--- config.mk ---
export PLATFORM = sky130hd
export DESIGN_NAME = sc_random_arbiter
export DESIGN_NICKNAME = d
export VERILOG_FILES = /design/src/rtl/sc_random_pkg.sv /design/src/rtl/sc_lfsr4_step.sv /design/src/rtl/sc_random_arbiter.sv
export SDC_FILE = /design/constraint.sdc
export NUM_CORES = 1
export LEC_CHECK = 0
export ABC_AREA = 0
export CAP_MARGIN = 20
export CORE_MARGIN = 2
export CORE_UTILIZATION = 46
export DETAILED_ROUTE_END_ITERATION = 12
export DONT_BUFFER_PORTS = 1
export SLEW_MARGIN = 20
export SYNTH_ARGS = -nofsm -noshare
export SYNTH_HDL_FRONTEND = slang
export SYNTH_SLANG_ARGS = --single-unit
--- constraint.sdc ---
create_clock -name SC_RandARB_CLOCK_50 -period 2.3 [get_ports SC_RandARB_CLOCK_50]
set_clock_uncertainty 0.15 [all_clocks]
set_input_delay 0.46 -clock SC_RandARB_CLOCK_50 [delete_from_list [all_inputs] [get_ports SC_RandARB_CLOCK_50]]
set_output_delay 0.46 -clock SC_RandARB_CLOCK_50 [all_outputs]
set_load 0.02 [all_outputs]
--- src/rtl/sc_random_pkg.sv ---
// Shared definitions for the shared random-number arbiter: FSM encoding,
// LFSR geometry (x^4+x^3+1) and seeding constants.
package sc_random_pkg;

  localparam int LFSR_W = 4;
  localparam int TAP_A  = 3;
  localparam int TAP_B  = 2;

  localparam logic [LFSR_W-1:0] DEFAULT_SEED = 4'b0001;
  // An all-zero LFSR never leaves zero, so a zero seed is replaced by this.
  localparam logic [LFSR_W-1:0] LOCKUP_SEED  = 4'b0001;

  localparam logic [1:0] ST_IDLE_ENC    = 2'd0;
  localparam logic [1:0] ST_STEP_ENC    = 2'd1;
  localparam logic [1:0] ST_DELIVER_ENC = 2'd2;

  typedef enum logic [1:0] {
    ST_IDLE    = ST_IDLE_ENC,
    ST_STEP    = ST_STEP_ENC,
    ST_DELIVER = ST_DELIVER_ENC
  } state_t;

  // One Fibonacci shift: new LSB is the XOR of the two tap bits.
  function automatic logic [LFSR_W-1:0] lfsr_next(input logic [LFSR_W-1:0] l);
    return {l[LFSR_W-2:0], l[TAP_A] ^ l[TAP_B]};
  endfunction

endpackage

--- src/rtl/sc_lfsr4_step.sv ---
// 4-bit LFSR register: steps when enabled, synchronous seed load with
// zero-seed guard. o_nxt exposes the post-step value for capture elsewhere.
module sc_lfsr4_step
  import sc_random_pkg::*;
#(
  parameter logic [LFSR_W-1:0] SEED = DEFAULT_SEED
) (
  input  logic              clk,
  input  logic              rst_n,
  input  logic              i_en,
  input  logic              i_load,
  input  logic [LFSR_W-1:0] i_seed,
  output logic [LFSR_W-1:0] o_q,
  output logic [LFSR_W-1:0] o_nxt
);

  logic [LFSR_W-1:0] r_q;

  assign o_nxt = lfsr_next(r_q);
  assign o_q   = r_q;

  // Load has priority over stepping; otherwise hold.
  always_ff @(posedge clk or negedge rst_n) begin
    if (!rst_n)      r_q <= SEED;
    else if (i_load) r_q <= (i_seed == '0) ? LOCKUP_SEED : i_seed;
    else if (i_en)   r_q <= o_nxt;
  end

endmodule

--- src/rtl/sc_random_arbiter.sv ---
// Round-robin arbiter handing out values from one shared LFSR. Each
// delivery advances the LFSR SKIP times; the LFSR only moves while a
// request is being served, and seeding is only accepted while idle.
module sc_random_arbiter
  import sc_random_pkg::*;
#(
  parameter int                NUM_REQ = 4,
  parameter int                SKIP    = 2,
  parameter logic [LFSR_W-1:0] SEED    = DEFAULT_SEED
) (
  input  logic               SC_RandARB_CLOCK_50,
  input  logic               SC_RandARB_RESET_InLow,
  input  logic [NUM_REQ-1:0] SC_RandARB_req_InBUS,
  input  logic [LFSR_W-1:0]  SC_RandARB_seed_InBUS,
  input  logic               SC_RandARB_seed_Load,
  output logic [NUM_REQ-1:0] SC_RandARB_grant_OutBUS,
  output logic               SC_RandARB_valid_Out,
  output logic [LFSR_W-1:0]  SC_RandARB_data_OutBUS,
  output logic               SC_RandARB_busy_Out
);

  localparam int             PW       = (NUM_REQ > 1) ? $clog2(NUM_REQ) : 1;
  localparam logic [PW-1:0]  LAST     = PW'(NUM_REQ - 1);
  localparam logic [PW:0]    NREQ_EXT = (PW+1)'(NUM_REQ);
  localparam logic [3:0]     CNT_LAST = 4'(SKIP - 1);

  state_t              r_state, w_state_nxt;
  logic [PW-1:0]       r_ptr, r_win, w_pick, w_ptr_inc;
  logic [3:0]          r_cnt;
  logic                w_any, w_win_req, w_lfsr_en, w_lfsr_ld, w_start, w_deliver;
  logic [LFSR_W-1:0]   w_lfsr_q, w_lfsr_nxt;
  logic [NUM_REQ-1:0]  r_grant;
  logic                r_valid, r_busy;
  logic [LFSR_W-1:0]   r_data;

  sc_lfsr4_step #(.SEED(SEED)) u_lfsr (
    .clk    (SC_RandARB_CLOCK_50),
    .rst_n  (SC_RandARB_RESET_InLow),
    .i_en   (w_lfsr_en),
    .i_load (w_lfsr_ld),
    .i_seed (SC_RandARB_seed_InBUS),
    .o_q    (w_lfsr_q),
    .o_nxt  (w_lfsr_nxt)
  );

  // Round-robin search: first set request at or above r_ptr, wrapping.
  always_comb begin
    logic [PW:0] w_sum;
    w_sum  = '0;
    w_any  = 1'b0;
    w_pick = '0;
    for (int i = 0; i < NUM_REQ; i++) begin
      w_sum = {1'b0, r_ptr} + (PW+1)'(i);
      if (w_sum >= NREQ_EXT) w_sum = w_sum - NREQ_EXT;
      if (!w_any && SC_RandARB_req_InBUS[w_sum[PW-1:0]]) begin
        w_any  = 1'b1;
        w_pick = w_sum[PW-1:0];
      end
    end
  end

  assign w_win_req = SC_RandARB_req_InBUS[r_win];
  assign w_ptr_inc = (r_win == LAST) ? '0 : r_win + 1'b1;

  // Next-state logic. The abort check wins over delivery, and the LFSR
  // steps on every STEP edge, including an aborting one.
  always_comb begin
    w_state_nxt = r_state;
    w_lfsr_en   = 1'b0;
    w_lfsr_ld   = 1'b0;
    w_start     = 1'b0;
    w_deliver   = 1'b0;
    unique case (r_state)
      ST_IDLE: begin
        if (SC_RandARB_seed_Load) begin
          w_lfsr_ld = 1'b1;             // seed first; a pending request waits
        end else if (w_any) begin
          w_start     = 1'b1;
          w_state_nxt = ST_STEP;
        end
      end
      ST_STEP: begin
        w_lfsr_en = 1'b1;
        if (!w_win_req) begin
          w_state_nxt = ST_IDLE;
        end else if (r_cnt == CNT_LAST) begin
          w_deliver   = 1'b1;
          w_state_nxt = ST_DELIVER;
        end
      end
      ST_DELIVER: w_state_nxt = ST_IDLE;
      default:    w_state_nxt = ST_IDLE;
    endcase
  end

  // State, winner/pointer bookkeeping and registered outputs.
  always_ff @(posedge SC_RandARB_CLOCK_50 or negedge SC_RandARB_RESET_InLow) begin
    if (!SC_RandARB_RESET_InLow) begin
      r_state <= ST_IDLE;
      r_ptr   <= '0;
      r_win   <= '0;
      r_cnt   <= '0;
      r_grant <= '0;
      r_valid <= 1'b0;
      r_data  <= '0;
      r_busy  <= 1'b0;
    end else begin
      r_state <= w_state_nxt;
      r_busy  <= (w_state_nxt != ST_IDLE);
      r_valid <= w_deliver;
      r_grant <= w_deliver ? (NUM_REQ'(1) << r_win) : '0;
      if (w_start) begin
        r_win <= w_pick;
        r_cnt <= '0;
      end else if (r_state == ST_STEP) begin
        r_cnt <= r_cnt + 4'd1;
      end
      if (w_deliver)              r_data <= w_lfsr_nxt;
      if (r_state == ST_DELIVER)  r_ptr  <= w_ptr_inc;
    end
  end

  assign SC_RandARB_grant_OutBUS = r_grant;
  assign SC_RandARB_valid_Out    = r_valid;
  assign SC_RandARB_data_OutBUS  = r_data;
  assign SC_RandARB_busy_Out     = r_busy;

endmodule
; After elaboration in Yosys (flattened, before gate mapping)
; Index checks and enable logic that the tools add are counted.
; W data, S select, Z words.
[word_totals]
mem_bits_ro = 0
mem_bits_rw = 0
regBits = 24
elab_cells = 87
output_inout_bits = 10
in_bits = 11
n_memories = 0
latchBits = 0
[op_classes]
add_sub_neg = 9
muxes = 43
n_lt_le_gt_ge = 9
bitwise = 1
mul = 0
reduce_logical = 11
shift = 1
n_eq_ne = 4
div = 0
[ops]
columns = cell, count
row1 = $mux W2, 13
row2 = $mux W4, 6
row3 = $mux W1, 18
row4 = $lt A2 B3 Y1 const B, 5
row5 = $bmux W1 S2, 5
row6 = $ge A3 B3 Y1 const B, 3
row7 = $sub A2 B1 Y2 const B, 4
row8 = $add A2 B2 Y3 const B, 2
row9 = $reduce_bool A2 Y1, 3
row10 = $add A4 B1 Y4 const B, 1
row11 = $eq A2 B2 Y1 const B, 2
row12 = $eq A4 B1 Y1 const B, 1
row13 = $logic_not A4 Y1, 1
row14 = $pmux W2 S2, 1
row15 = $shl A1 B2 Y4 const A, 1
row16 = $add A2 B1 Y3 const B, 1
row17 = $ge A2 B3 Y1 const B, 1
row18 = $logic_and A1 B1 Y1, 3
row19 = $logic_not A1 Y1, 3
row20 = $add A2 B1 Y2 const B, 1
row21 = $eq A2 B1 Y1 const B, 1
row22 = $logic_not A2 Y1, 1
row23 = $xor A1 B1 Y1, 1

; Logic depth before layout (Yosys ltp)
[logic_depth]
word_depth = 18
mapped_depth = 6
mapped_depth_nobuf = 5

; Modules after synthesis
; A second synthesis with hierarchy kept.
[hier_totals]
hier_cells = 110
hier_area_um2 = 1229.9
[by_module_without_submodules]
columns = mod, cells_each, instances, area_per_inst_um2
row1 = sc_random_arbiter, 88, 1, 1011.0
row2 = sc_lfsr4_step, 22, 1, 219.0

; Least setup slack after synthesis
; Ideal clock, no wire load.
[synth_path]
path_type = flip-flop to flip-flop
from = register r_cnt[1]
to = register r_data[1], in the netlist SC_RandARB_data_OutBUS[1]
setup_time_ns = 0.125
path_buffers = 1
arrival_time_ns = 1.400
synth_period_minus_slack_ns = 1.675
required_ns = 2.025
setup_slack_ns = 0.625
stages_incl_launch_ff = 7
cell_sequence = dfrtp_1 > inv_1 > ha_1 > nor3b_1 > nor2b_2 > buf_6 > mux2_4
[synth_between]
elab_chain_cells = 4
[synth_rtl]
columns = item, line_no
row1 = from (decl), sc_random_arbiter.sv:29  ; logic [3:0] r_cnt;
row2 = from (signal assigned), sc_random_arbiter.sv:116  ; r_cnt <= r_cnt + 4'd1;
row3 = $eq A4 B1 Y1, sc_random_arbiter.sv:86  ; end else if (r_cnt == CNT_LAST) begin
row4 = $mux W1, sc_random_arbiter.sv:86
row5 = $mux W1, sc_random_arbiter.sv:84  ; if (!w_win_req) begin
row6 = $mux W1, sc_random_arbiter.sv:73  ; unique case (r_state)
row7 = via w_deliver, sc_random_arbiter.sv:30  ; logic w_any, w_win_req, w_lfsr_en, w_lfsr_ld, w_start, w_deliver;
row8 = to (signal assigned), sc_random_arbiter.sv:118  ; if (w_deliver) r_data <= w_lfsr_nxt;
row9 = to (decl), sc_random_arbiter.sv:34  ; logic [LFSR_W-1:0] r_data;
; The timed path passes the listed nets, and every way through them passes these cells.
; A chain may end at the register's enable or synchronous reset.

; Final worst setup path
[layout_path]
from = register r_cnt[1]
to = register r_data[3], in the netlist SC_RandARB_data_OutBUS[3]
[layout_between]
elab_chain_cells = 4
[layout_rtl]
columns = item, line_no
row1 = $eq A4 B1 Y1, sc_random_arbiter.sv:86
row2 = $mux W1, sc_random_arbiter.sv:86
row3 = $mux W1, sc_random_arbiter.sv:84
row4 = $mux W1, sc_random_arbiter.sv:73
; No other way between the ends.

==> summary.txt <==
outcome - completed
Storage cell area - 601.8 µm²
Post-synth EDFFs - 0
total power - 1.644 mW
Synth Area in XOR/XNOR - 0.6951%
die area - 3174 µm²
R2R setup slack - 0.28 ns
FF+latch count, synth - 24
Static Leak - 0.6102 nW
Post-Syn Area - 1260 µm²
pin count of the biggest net entering global routing - 25
Gates resized, CTS repair - 0
vias in the first global route - 786
Mapped Avg Cell Area - 11.35 µm²
hold path depth - 2
hold_ws - 0.1792 ns
Tot GR Track Use - 15.50%
unrepaired setup endpoints after global routing - no
HP Class - in2reg
Crit Path Category - reg2reg
post-DP HPWL - 1536 µm
Post-Synth Adder-Cell Area - 5.958%
RR Startpoint - r_cnt[1]
1st-pass router iterations - 4
top cell type by total area after synthesis - dfrtp_1
max-cap viol count - 0
drt wl/cell - 14.92 µm
Setup Buffers After CTS - 0
Least-Margin Pin Slew - 0.5309 ns
Slew Viols, Final - 0
placed inst area - 1272 µm²
nets@finish - 131
core box area - 2545 µm²
Initial Utilization - 49.51%
area share of the largest cell type after synthesis - 45.68%
Relative slew margins - 64.48%
Via density - 5.594
total gr overflow - 0
Antenna Nets Post-Route - 0
layout cells sized above 1 - 14.16%
setup_tns - 0 ns
Synth Instances - 111
# IOs - 21
Power Density - 1242 nW/µm²
H-Tree Depth - 1
crit path max fanout - 9
antenna violations before repair - 0
compound-cell area share of the yosys netlist - 16.48%
Finished Cell Area - 1324 µm²
crit share post-route - 87.93%
Crit. End Element - register
total CTS buffers - 3
first-pass GRT wire length - 3836 µm
register area share after synthesis - 47.77%
Synth cell types - 38
diode count - 0
Util after Layout - 52.02%
DR vias - 800
number of buffers added on ports - 0
Clk Latency, worst-skew pair - 0.32 ns
Synth area leaders - dfrtp_1, ha_1, mux2_4
Peak VDD IR - 0.7527 mV
Tmin final - 2.022 ns
Clock Tree Root - clkbuf_4
mux share of post-synthesis cell area - 9.633%
YS warnings - 0
Simple-Gate Fraction of Synth Area - 15.09%
# rows - 18
Syn-to-layout area delta - 5.065%
# fillers - 234
CP Data Arrival Time - 2.09 ns
wirelength, routed - 2133 µm
FMAX - 494.5 MHz
Worst setup SP type - register
FFs w/ async S/R, synth - 100.0%
syn_nets - 128
chip height - 56.34 µm
final setup fails - 0
Req. time, crit path - 2.37 ns
drt drc - 0
Endpoint, Worst Hold - r_state[0]
area occupied by multi-input gates - 603.1 µm²
Top FF cell, synth - dfrtp_1
die width - 56.34 µm
final hold viol count - 0
CTS tree - yes
TritonCTS Sinks - 24
CTS clk-pin slew, worst paths - 0.13 ns
largest family of logic cells by synthesized area - compound AO/OA/AOI/OAI gates
worst-case reg-to-reg path depth - 5
RR Endpoint - SC_RandARB_data_OutBUS[3]
clk buf depth - 2
RD Place Congestion - 0.7599
DR iter-0 viols - 15
Worst Hold Launch - SC_RandARB_req_InBUS[0]
[repair_timing]
action | CTS | global route
hold buffers | 1 | 1
hold endpoints to repair | 24 | 23
endpoints found under the setup margin | 0 | 0
[final cells by class]
| type | instances | share of cell area [%] |
|---|---|---|
| multi-input cells | 75 | 45.56 |
| flip-flops and latches | 24 | 45.46 |
| well taps | 30 | 2.836 |
| clock buffers | 4 | 2.741 |
| inverters | 8 | 2.268 |
| repair buffers | 2 | 1.134 |
[cells in the final DEF (no fill, tap or decap), drive strengths merged, types with 2 or more instances in the layout]
| cell type | count |
|---|---|
| a2111oi | 2 |
| a21o | 2 |
| a21oi | 7 |
| a22oi | 3 |
| a31oi | 2 |
| and2 | 4 |
| clkbuf | 4 |
| dfrtp | 23 |
| ha | 6 |
| inv | 8 |
| mux2 | 5 |
| mux2i | 5 |
| nand2 | 5 |
| nand2b | 4 |
| nor2 | 4 |
| nor2b | 7 |
| nor3 | 2 |
| nor3b | 2 |
| o21ai | 4 |
[registers in the layout (all words and copies together) (netlist names)]
name,flops
SC_RandARB_busy_Out,1
SC_RandARB_data_OutBUS,4
SC_RandARB_grant_OutBUS,4
SC_RandARB_valid_Out,1
r_cnt,4
r_ptr,2
r_state,2
r_win,2
u_lfsr.o_q,4
[report_power, final]
part	internal [mW]	leakage, nW	switching (mW)	total (mW)
registers	0.588	0.306	0.263	0.851
logic	0.308	0.283	0.262	0.570
clock network	0.0969	0.0210	0.126	0.223
[cell usage after synthesis, types with 2 or more instances]
master	count
mux2_4	4
o21ai_0	3
dfrtp_1	23
a2111oi_0	2
a31oi_1	2
nor2b_1	6
nand2b_1	4
and2_1	4
nor2_1	4
inv_1	8
ha_1	6
a21o_1	2
nand2_1	5
a22oi_1	3
buf_2	2
mux2i_1	5
a21oi_1	7
[critical path, cell delays in order, from the launching register on]
cell	delay, ns
dfrtp_1	0.45
inv_1	0.08
ha_1	0.12
nor3b_1	0.29
nor2b_2	0.48
mux2_4	0.34
[cell families (layout without fill, tap and decap cells)]
| group | after synthesis | count (layout) |
|---|---|---|
| buffers and inverters | 12 | 14 |
| AO/OA/AOI/OAI | 26 | 26 |
| flip-flops | 24 | 24 |
| AND/OR/NAND/NOR | 32 | 32 |
| multiplexers | 10 | 10 |
| XOR/XNOR | 1 | 1 |
| adder cells (fa/ha/maj) | 6 | 6 |
[stage by stage]
stage | cells | worst slack [ns]
floorplan | 111 | 0.6245
global placement | 137 | 0.3796
detailed placement | 137 | 0.3353
CTS | 142 | 0.2688
global route | 143 | 0.1155
finish | 143 | 0.2777
[routing by layer]
layer	share of wire, %	wire length [µm]	global-route usage, %
met1	47	1000	20.41
met2	47	996	23.87
met3	4.9	105	5.991
met4	1.4	29	4.082
met5	0	0	0
[how the worst max path moves through the flow]
stage / startpoint / to / slack, ns / cells past startpoint
after CTS: r_cnt[1] / SC_RandARB_data_OutBUS[3] / 0.27 / 5
after global routing: r_cnt[1] / SC_RandARB_data_OutBUS[3] / 0.12 / 5
after detailed placement: r_cnt[1] / SC_RandARB_data_OutBUS[2] / 0.34 / 5
after floorplan: r_cnt[1] / SC_RandARB_data_OutBUS[1] / 0.62 / 6
after global placement: r_cnt[1] / SC_RandARB_data_OutBUS[1] / 0.38 / 5
final: r_cnt[1] / SC_RandARB_data_OutBUS[3] / 0.28 / 5
Power figures use the tool's default switching activity.
